$ cat src/rtl/vga_timing_pkg.sv
// Shared VGA timing constants, geometry helpers and types.
// VGA_FRAME_CNT_EN (optional) adds a frame counter to vga_timing_gen.
package vga_timing_pkg;

    // 640x480@60
    localparam int VGA_H_ACTIVE = 640;
    localparam int VGA_H_FP     = 16;
    localparam int VGA_H_SYNC   = 96;
    localparam int VGA_H_BP     = 48;
    localparam int VGA_V_ACTIVE = 480;
    localparam int VGA_V_FP     = 10;
    localparam int VGA_V_SYNC   = 2;
    localparam int VGA_V_BP     = 33;

    // 800x600@60
    localparam int SVGA_H_ACTIVE = 800;
    localparam int SVGA_H_FP     = 40;
    localparam int SVGA_H_SYNC   = 128;
    localparam int SVGA_H_BP     = 88;
    localparam int SVGA_V_ACTIVE = 600;
    localparam int SVGA_V_FP     = 1;
    localparam int SVGA_V_SYNC   = 4;
    localparam int SVGA_V_BP     = 23;

    typedef enum logic {
        ACTIVE_LOW  = 1'b0,
        ACTIVE_HIGH = 1'b1
    } sync_pol_e;

    typedef struct packed {
        logic fs;
        logic ls;
        logic valid;
        logic vs;
        logic hs;
    } raw_t;

    function automatic int h_total(input int act, input int fp,
                                   input int sync, input int bp);
        return act + fp + sync + bp;
    endfunction

    function automatic int v_total(input int act, input int fp,
                                   input int sync, input int bp);
        return act + fp + sync + bp;
    endfunction

endpackage

$ cat src/rtl/vga_delay_line.sv
// Enabled shift register of DEPTH stages, W bits wide,
// cleared asynchronously to RST_VAL.
module vga_delay_line #(
    parameter int           W       = 5,
    parameter int           DEPTH   = 1,
    parameter logic [W-1:0] RST_VAL = '0
) (
    input  logic         clk,
    input  logic         reset,
    input  logic         en,
    input  logic [W-1:0] din,
    output logic [W-1:0] dout
);

    logic [DEPTH-1:0][W-1:0] stg_q;
    logic [DEPTH-1:0][W-1:0] stg_d;

    always_comb begin
        stg_d = stg_q;
        if (en) begin
            stg_d[0] = din;
            for (int i = 1; i < DEPTH; i++) begin
                stg_d[i] = stg_q[i-1];
            end
        end
    end

    always_ff @(posedge clk or posedge reset) begin
        if (reset) begin
            stg_q <= {DEPTH{RST_VAL}};
        end else begin
            stg_q <= stg_d;
        end
    end

    assign dout = stg_q[DEPTH-1];

endmodule

$ cat src/rtl/vga_timing_gen.sv
// Parametrised VGA raster timing generator with strobe enable.
// VGA_FRAME_CNT_EN adds a 16-bit frame counter output frame_cnt.
module vga_timing_gen
    import vga_timing_pkg::*;
#(
    parameter int H_ACTIVE = VGA_H_ACTIVE,
    parameter int H_FP     = VGA_H_FP,
    parameter int H_SYNC   = VGA_H_SYNC,
    parameter int H_BP     = VGA_H_BP,
    parameter int V_ACTIVE = VGA_V_ACTIVE,
    parameter int V_FP     = VGA_V_FP,
    parameter int V_SYNC   = VGA_V_SYNC,
    parameter int V_BP     = VGA_V_BP,
    parameter bit HS_POL   = 1'b0,
    parameter bit VS_POL   = 1'b0,
    parameter int CNT_W    = 11,
    parameter int PIPE_DLY = 1
) (
    input  logic             pclk,
    input  logic             reset,
    input  logic             en,
    output logic [CNT_W-1:0] h_cnt,
    output logic [CNT_W-1:0] v_cnt,
    output logic             hsync,
    output logic             vsync,
    output logic             valid,
    output logic             line_start,
    output logic             frame_start
`ifdef VGA_FRAME_CNT_EN
    ,
    output logic [15:0]      frame_cnt
`endif
);

    localparam int H_TOTAL = h_total(H_ACTIVE, H_FP, H_SYNC, H_BP);
    localparam int V_TOTAL = v_total(V_ACTIVE, V_FP, V_SYNC, V_BP);

    localparam logic [CNT_W-1:0] H_LAST = CNT_W'(H_TOTAL - 1);
    localparam logic [CNT_W-1:0] V_LAST = CNT_W'(V_TOTAL - 1);
    localparam logic [CNT_W-1:0] H_ACT  = CNT_W'(H_ACTIVE);
    localparam logic [CNT_W-1:0] V_ACT  = CNT_W'(V_ACTIVE);
    localparam logic [CNT_W-1:0] HS_BEG = CNT_W'(H_ACTIVE + H_FP);
    localparam logic [CNT_W-1:0] HS_END = CNT_W'(H_ACTIVE + H_FP + H_SYNC - 1);
    localparam logic [CNT_W-1:0] VS_BEG = CNT_W'(V_ACTIVE + V_FP);
    localparam logic [CNT_W-1:0] VS_END = CNT_W'(V_ACTIVE + V_FP + V_SYNC - 1);

    localparam sync_pol_e HS_P = sync_pol_e'(HS_POL);
    localparam sync_pol_e VS_P = sync_pol_e'(VS_POL);

    logic [CNT_W-1:0] h_q, h_d;
    logic [CNT_W-1:0] v_q, v_d;
    logic             h_wrap;
    raw_t             raw;
    raw_t             dly;

    assign h_wrap = (h_q == H_LAST);

    always_comb begin
        h_d = h_q;
        v_d = v_q;
        if (en) begin
            if (h_wrap) begin
                h_d = '0;
                v_d = (v_q == V_LAST) ? '0 : v_q + 1'b1;
            end else begin
                h_d = h_q + 1'b1;
            end
        end
    end

    always_ff @(posedge pclk or posedge reset) begin
        if (reset) begin
            h_q <= '0;
            v_q <= '0;
        end else begin
            h_q <= h_d;
            v_q <= v_d;
        end
    end

    // Decodes stay active-high; polarity is applied after the delay
    always_comb begin
        raw       = '0;
        raw.hs    = (h_q >= HS_BEG) && (h_q <= HS_END);
        raw.vs    = (v_q >= VS_BEG) && (v_q <= VS_END);
        raw.valid = (h_q < H_ACT) && (v_q < V_ACT);
        raw.ls    = (h_q == '0);
        raw.fs    = (h_q == '0) && (v_q == '0);
    end

    vga_delay_line #(
        .W       ($bits(raw_t)),
        .DEPTH   (PIPE_DLY),
        .RST_VAL ('0)
    ) u_dly (
        .clk   (pclk),
        .reset (reset),
        .en    (en),
        .din   (raw),
        .dout  (dly)
    );

    assign h_cnt       = h_q;
    assign v_cnt       = v_q;
    assign hsync       = (HS_P == ACTIVE_HIGH) ? dly.hs : ~dly.hs;
    assign vsync       = (VS_P == ACTIVE_HIGH) ? dly.vs : ~dly.vs;
    assign valid       = dly.valid;
    assign line_start  = dly.ls;
    assign frame_start = dly.fs;

`ifdef VGA_FRAME_CNT_EN
    logic [15:0] fc_q, fc_d;

    always_comb begin
        fc_d = fc_q;
        if (en && h_wrap && (v_q == V_LAST)) begin
            fc_d = fc_q + 16'd1;
        end
    end

    always_ff @(posedge pclk or posedge reset) begin
        if (reset) begin
            fc_q <= '0;
        end else begin
            fc_q <= fc_d;
        end
    end

    assign frame_cnt = fc_q;
`endif

endmodule

$ cat config.mk
export PLATFORM = sky130hd
export DESIGN_NAME = vga_timing_gen
export DESIGN_NICKNAME = d
export VERILOG_FILES = /design/src/rtl/vga_timing_pkg.sv /design/src/rtl/vga_delay_line.sv /design/src/rtl/vga_timing_gen.sv
export SDC_FILE = /design/constraint.sdc
export NUM_CORES = 1
export LEC_CHECK = 0
export ABC_CLOCK_PERIOD_IN_PS = 2880
export BUFFER_PORTS_ARGS = -buffer_cell sky130_fd_sc_hd__buf_2
export CAP_MARGIN = 30
export CORE_MARGIN = 1
export CORE_UTILIZATION = 58
export CTS_CLUSTER_SIZE = 8
export DETAILED_ROUTE_END_ITERATION = 8
export PLACE_DENSITY = 0.81
export SETUP_SLACK_MARGIN = 0.4
export SLEW_MARGIN = 20
export SYNTH_ARGS = -nofsm -noshare
export SYNTH_HDL_FRONTEND = slang
export SYNTH_SLANG_ARGS = --single-unit
export TNS_END_PERCENT = 20
$ cat constraint.sdc
create_clock -name pclk -period 2.88 [get_ports pclk]
set_input_delay 0.576 -clock pclk [delete_from_list [all_inputs] [get_ports pclk]]
set_output_delay 0.576 -clock pclk [all_outputs]
set_load 0.02 [all_outputs]
==> metrics.md, run 1 <==
| Metric | Value |
|---|---|
| Seq cells post-synth | `27` |
| Avg WL per Cell | `15.91 um` |
| Setup Buffers After CTS | `0` |
| Synth unique cells | `44` |
| Synth Flop Type | `dfrtp_1` |
| Final period util | `68.70%` |
| Vias | `1,378` |
| Core area | `2500 sq um` |
| Clk Latency, worst-skew pair | `roughly 330 ps` |
| Fin. max-slew vios | `0` |
| Int Pwr | `581.6 uW` |
| Post-CTS resize count | `0` |
| Most common cell after layout, fill and taps aside | `buf_2` |
| Sw Ratio | `39.68%` |
| Kind of critical path | `flip-flop to flip-flop` |
| Filler cell count in the final layout | `202` |
| Power share of the clock group | `17.9%` |
| Setup TNS | `0 ps` |
| R2R Path Start | `v_cnt[0]$_DFFE_PP0P_` |
| Slew headroom | `about three quarters` |
| Die height | `53.60 um` |
| Min Tclk post-route | `between 1500 and 2000 ps` |
| # Max-Cap Violations | `0` |
| Antenna violations before repair | `0` |
| Required @ worst endpoint | `3110 ps` |
| Max Buffers Root-to-Sink | `2` |
| Final setup fails | `0` |
| Sw Pwr | `between 300 and 400 uW` |
| Netlist Area Pre-Place | `1544 sq um` |
| Routed Antenna Nets | `0` |
| Worst slew pin tran | `399.5 ps` |
| # H-tree levels | `1` |
| Final WS setup | `901.6 ps` |
| Startpoint type of the worst setup path | `flip-flop` |
| Crit end category | `flip-flop` |
| GR Overflow Total | `0` |
| Tot GR Track Use | `27.99%` |
| Port bufs | `29` |
| Max FO, Critical Path | `7` |
| Number of global-route vias before repair | `1,201` |
| CTS Sinks | `27` |
| RSZ-0062 raised after global routing | `no` |
| Worst vdd ir | `approximately 700 uV` |
| Seq/Total Area, Yosys | `43.76%` |
| CTS Hold Bufs | `0` |
| FF-to-FF setup slack | `around 900 ps` |
| P&R area growth vs syn | `11.67%` |
| Leakage | `0.8051 nW` |
| EDFF count, synth | `0` |
| Net count, final | `a little under 200` |
| CTS tree | `done` |
| Mapped Nets | `170` |
| Outcome | `finished, final reports clean` |
| Number of synthesis warnings | `0` |
| Site row count | `18` |
| I/O Pins | `30` |
| Clk root buf | `clkbuf_4` |
| Async SR Flop Fraction | `between 90% and 100%` |
| R2R depth | `6` |
| Layout cells sized above 1 | `22.11%` |
| Final GP Congestion | `around 0.84` |
| First-pass GRT wire length | `5871 um` |
| Final hold violations | `0` |
| Arrival @ worst endpoint | `2210 ps` |
| FF-to-FF End | `v_cnt[5]$_DFFE_PP0P_` |
| Initial Util | `61.76%` |
| Highest clock rate | `505.4 MHz` |
| HPWL after detailed placement | `2572 um` |
| Sequential share of power | `55.2%` |
| 1st-iter DRT viols | `51` |
| Largest net degree at the start of global routing | `20` |
| CTS buffer count | `3` |
| Worst hold path type | `primary input to async pin` |
| Die width | `53.60 um` |
| Comb power frac | `a little over a quarter` |
| Total chip power | `964.1 uW` |
| Worst-path clk slew | `150 ps` |
| Synth Instances | `162` |
| Setup Skew | `3.161 ps` |
| Drt drc | `0` |
| ANT cells | `0` |
| Most frequent cells in the layout | `buf_2 (29), dfrtp_1 (27), nor2_1 (14), o21ai_0 (14), inv_1 (13)` |
| Routed Wire Length | `approximately 3500 um` |
| Avg Cell Area, Syn | `9.531 sq um` |
| Pre-CTS setup slack | `802.5 ps` |
| First-pass DRT Iterations | `4` |
| Vias per cell | `6.264` |
| Pwr dens | `between 500 and 600 nW/um^2` |
| Area of the die | `2872 sq um` |
## cell usage after synthesis, types with 2 or more instances
library cell | number | area [sq um]
a31oi_1 | 2 | 12.51
and3_1 | 5 | 31.28
nand3_1 | 6 | 30.03
dfrtp_1 | 27 | 675.7
ha_1 | 5 | 62.56
xor2_1 | 3 | 26.28
inv_1 | 13 | 48.80
buf_6 | 2 | 22.52
nor2_1 | 14 | 52.55
a311oi_1 | 2 | 17.52
nor4_1 | 4 | 25.02
nand2_1 | 11 | 41.29
nor3_1 | 6 | 30.03
o21ai_0 | 14 | 70.07
mux2_2 | 2 | 22.52
a21oi_1 | 2 | 10.01
xnor2_1 | 6 | 52.55
a22o_1 | 5 | 43.79
nand4_1 | 8 | 50.05
## flip-flops by register name, indices dropped and copies added, names as in the netlist
name	flops
h_cnt	11
v_cnt	11
u_dly.dout	5
## worst max-delay path: stages (launching register included)
cell	delay, ps
dfrtp_1	470
inv_1	140
ha_1	160
nor4b_2	320
and3_1	390
o21ai_0	130
mux2_2	270
## worst max path at each step
stage / slack, ps / from / depth (start not counted) / to
floorplan: 1100 / v_cnt[0]$_DFFE_PP0P_ / 7 / v_cnt[5]$_DFFE_PP0P_
global placement: 900 / en / 5 / v_cnt[5]$_DFFE_PP0P_
detailed placement: 800 / en / 5 / v_cnt[5]$_DFFE_PP0P_
CTS: 910 / v_cnt[0]$_DFFE_PP0P_ / 6 / v_cnt[5]$_DFFE_PP0P_
global route: 770 / v_cnt[0]$_DFFE_PP0P_ / 6 / v_cnt[7]$_DFFE_PP0P_
finish: 900 / v_cnt[0]$_DFFE_PP0P_ / 6 / v_cnt[5]$_DFFE_PP0P_
## power groups by stage
stage | clock network [mW] | logic (mW) | registers (mW)
floorplan | 0 | 0.169 | 0.552
global placement | 0 | 0.252 | 0.531
detailed placement | 0 | 0.259 | 0.539
CTS | 0.173 | 0.262 | 0.532
global route | 0.185 | 0.291 | 0.545
finish | 0.173 | 0.260 | 0.532
## routing by layer
metal  up-vias  share of wire, %  GRT usage (%)  wire length, um
li1        653                 -              -                -
met1       669                48          42.53             1684
met2        52                46          42.92             1609
met3         4               5.1          2.542              178
met4         0              0.80          6.140               28
met5         -                 0              0                0
## kinds of logic (layout without fill, tap and decap cells)
| logic type | after synthesis | after routing | synth area share [%] |
|---|---|---|---|
| and+or+nand+nor | 64 | 64 | 23.58 |
| AOI/OAI and AO/OA | 35 | 35 | 15.40 |
| DFF | 27 | 27 | 43.76 |
| buffers and inverters | 19 | 47 | 5.996 |
| xor gates and xnor gates | 9 | 9 | 5.106 |
| adders and majority gates | 5 | 5 | 4.052 |
| muxes | 3 | 3 | 2.107 |
## area by class of cell
| type | instances | area (sq um) | share of cell area [%] |
|---|---|---|---|
| Tap cell | 30 | 37.54 | 2.177 |
| Clock buffer | 4 | 26.28 | 1.524 |
| Timing Repair Buffer | 30 | 160.2 | 9.289 |
| Multi-Input combinational cell | 116 | 775.7 | 44.99 |
| Inverter | 13 | 48.80 | 2.830 |
| Sequential cell | 27 | 675.6 | 39.19 |
## through the flow
step	instance area (sq um)	utilization, %	instances	hold WS, ps
finish	1724	68.97	220	192.9
detailed placement	1698	67.92	216	519.2
global route	1724	68.97	220	220.9
floorplan	1544	-	162	517.5
CTS	1724	68.97	220	204.4
global placement	1683	67.32	215	502.8
(Power assumes the default switching activity.)
==> run 2, diff against run 1 <==
- ABC_CLOCK_PERIOD_IN_PS: 2880 -> 1900
- CORE_UTILIZATION: 58 -> 54
- PLACE_DENSITY: 0.81 -> 0.76
- clock period: 2.88 -> 1.9 ns (I/O delays scaled with it)
==> run 2 against run 1 <==
Against the previous run:
- global-route usage down 1.8 points
- fmax up 22%
- critical path depth unchanged
- sequential power up 40%
- critical path type unchanged
- critical endpoint unchanged
- highest routed layer unchanged
==> metrics.md, run 2 (synthesis gave the netlist of run 1 again) <==
| Metric | Value |
|---|---|
| Startpoint type of the worst setup path | `flip-flop` |
| Drt drc | `0 (unchanged)` |
| Required @ worst endpoint | `2130 ps (-980 ps)` |
| Arrival @ worst endpoint | `1860 ps (-350 ps)` |
| Largest net degree at the start of global routing | `28 (+40%)` |
| Crit path max-delay cell type | `dfrtp_2` |
| Worst hold path type | `primary input to async pin` |
| Die width | `55.47 um (+3.5%)` |
| Net count, final | `224 (+13%)` |
| Fin. max-slew vios | `0 (unchanged)` |
| CTS tree | `done` |
| Vias per cell | `6.106 (-2.5%)` |
| Clk root buf | `clkbuf_4` |
| First-pass DRT Iterations | `4 (unchanged)` |
| Buffers & Inverters on Critical Path | `1 (unchanged)` |
| Worst hold slack | `86.38 ps (-106.5 ps)` |
| Critical path, cell by cell | `inv_4 > ha_4 > nor4b_4 > and3_4 > o21ai_2 > mux2_4` |
| Most frequent cells in the layout | `buf_2 (29), buf_4 (24), dfrtp_1 (19)` |
| First-pass GRT wire length | `6417 um (+9.3%)` |
| R2R depth | `6 (unchanged)` |
| ANT cells | `0 (unchanged)` |
| Avg WL per Cell | `16.47 um (+3.5%)` |
| Max FO, Critical Path | `7 (unchanged)` |
| Kind of critical path | `flip-flop to flip-flop` |
| Highest clock rate | `615.2 MHz (+22%)` |
| 1st-iter DRT viols | `65 (+27%)` |
| Routed Wire Length | `4052 um (+16%)` |
| Final WS setup | `274.6 ps (-627.0 ps)` |
| P&R area growth vs syn | `31.36%` |
| CTS buffer count | `3 (unchanged)` |
| Leakage | `0.9668 nW (+20%)` |
| Max Buffers Root-to-Sink | `2 (unchanged)` |
| Crit-path leading delay family | `simple AND/OR/NAND/NOR gates` |
| Initial Util | `56.48% (-5.3 points)` |
| Critical path depth | `6 (unchanged)` |
| Worst slew pin tran | `365.8 ps (-33.73 ps)` |
| Setup TNS | `0 ps (unchanged)` |
| Layout cells sized above 1 | `41.86% (+20 points)` |
| I/O Pins | `30 (unchanged)` |
| Crit-path max cell delay | `470 ps (about the same)` |
| Crit end category | `flip-flop` |
| Pwr dens | `816.1 nW/um^2 (+46%)` |
| Min Tclk post-route | `1625 ps (-353.0 ps)` |
| Area of the die | `3077 sq um (+7.1%)` |
| Final period util | `85.55% (+17 points)` |
| Routed Antenna Nets | `0 (unchanged)` |
| Vias | `1,502 (+9.0%)` |
| Tot GR Track Use | `26.15% (-1.8 points)` |
| GR Overflow Total | `0 (unchanged)` |
| Outcome | `finished, final reports clean` |
| Setup Skew | `13.52 ps (+10.36 ps)` |
| Pre-CTS setup slack | `122.0 ps (-680.5 ps)` |
| Final hold violations | `0 (unchanged)` |
| Final GP Congestion | `0.8470 (+1.4%)` |
| HPWL after detailed placement | `2544 um (-1.1%)` |
| Worst-path clk slew | `160 ps (about the same)` |
| RSZ-0062 raised after global routing | `yes` |
| Site row count | `19 (+1)` |
| Most common cell after layout, fill and taps aside | `buf_2` |
| Die height | `55.47 um (+3.5%)` |
| # Max-Cap Violations | `0 (unchanged)` |
| Core area | `2734 sq um (+9.4%)` |
| Final core occ | `74.19% (+5.2 points)` |
| # H-tree levels | `1 (unchanged)` |
| Port bufs | `29 (unchanged)` |
| Worst vdd ir | `1041 uV (+46%)` |
| Antenna violations before repair | `0 (unchanged)` |
| Clk Latency, worst-skew pair | `330 ps (about the same)` |
| CTS Sinks | `27 (unchanged)` |
| Final setup fails | `0 (unchanged)` |
| Total chip power | `1.655 mW (+72%)` |
| Slew headroom | `75.62% (+2.3 points)` |
| Number of global-route vias before repair | `1,432 (+19%)` |
==> run 2: repair_timing <==
item                                   4_1_cts  5_1_grt
gates resized for setup                      8       18
hold buffers                                 0        0
gates cloned                                 1        0
setup endpoints to repair                   14       28
setup buffers                               13        4
pin swaps                                    5        8
endpoints found under the hold margin        0        0
==> run 2: layout make-up <==
class	instances	area, sq um
Sequential cell	27	685.7
Multi-Input combinational cell	117	888.4
Inverter	13	51.30
Fill cell	197	705.7
Clock inverter	1	5.005
Tap cell	31	38.79
Timing Repair Buffer	54	336.6
Clock buffer	3	22.52
==> run 2: per-layer routing <==
metal	GRT usage, %	vias to the layer above	part of all wire, %
met5	0	-	0
met4	11.43	0	1.3
met3	2.576	6	4.6
met2	45.96	58	52
met1	32.52	730	42
li1	-	708	-
==> run 2: per-stage QoR <==
step | instance area, sq um | instances
CTS | 1942 | 242
global route | 2028 | 246
floorplan | 1593 | 162
global placement | 1787 | 224
detailed placement | 1787 | 224
finish | 2028 | 246
==> run 2: final timing paths <==
check / from / slack [ps] / to
max in group asynchronous: reset / 1510 / h_cnt[1]$_DFFE_PP0P_
setup reg to reg: v_cnt[0]$_DFFE_PP0P_ / 270 / v_cnt[5]$_DFFE_PP0P_
min in group pclk: en / 460 / u_dly.dout[3]$_DFFE_PP0P_
hold reg to reg: u_dly.dout[3]$_DFFE_PP0P_ / 530 / u_dly.dout[3]$_DFFE_PP0P_
hold / removal: reset / 90 / v_cnt[0]$_DFFE_PP0P_
setup / recovery: v_cnt[0]$_DFFE_PP0P_ / 270 / v_cnt[5]$_DFFE_PP0P_
==> run 2: power by group <==
| group | internal [mW] | total (mW) | leakage (nW) | switching [mW] |
|---|---|---|---|---|
| clock | 0.0788 | 0.250 | 0.0177 | 0.171 |
| sequential | 0.659 | 0.746 | 0.345 | 0.0874 |
| combinational | 0.291 | 0.659 | 0.604 | 0.368 |
| total | 1.03 | 1.66 | 0.967 | 0.627 |
==> run 2: worst reg2reg max path, cell delays in order, from the launching register on <==
cell,delay [ps]
dfrtp_2,470
inv_4,80
ha_4,110
nor4b_4,230
and3_4,310
o21ai_2,70
mux2_4,260
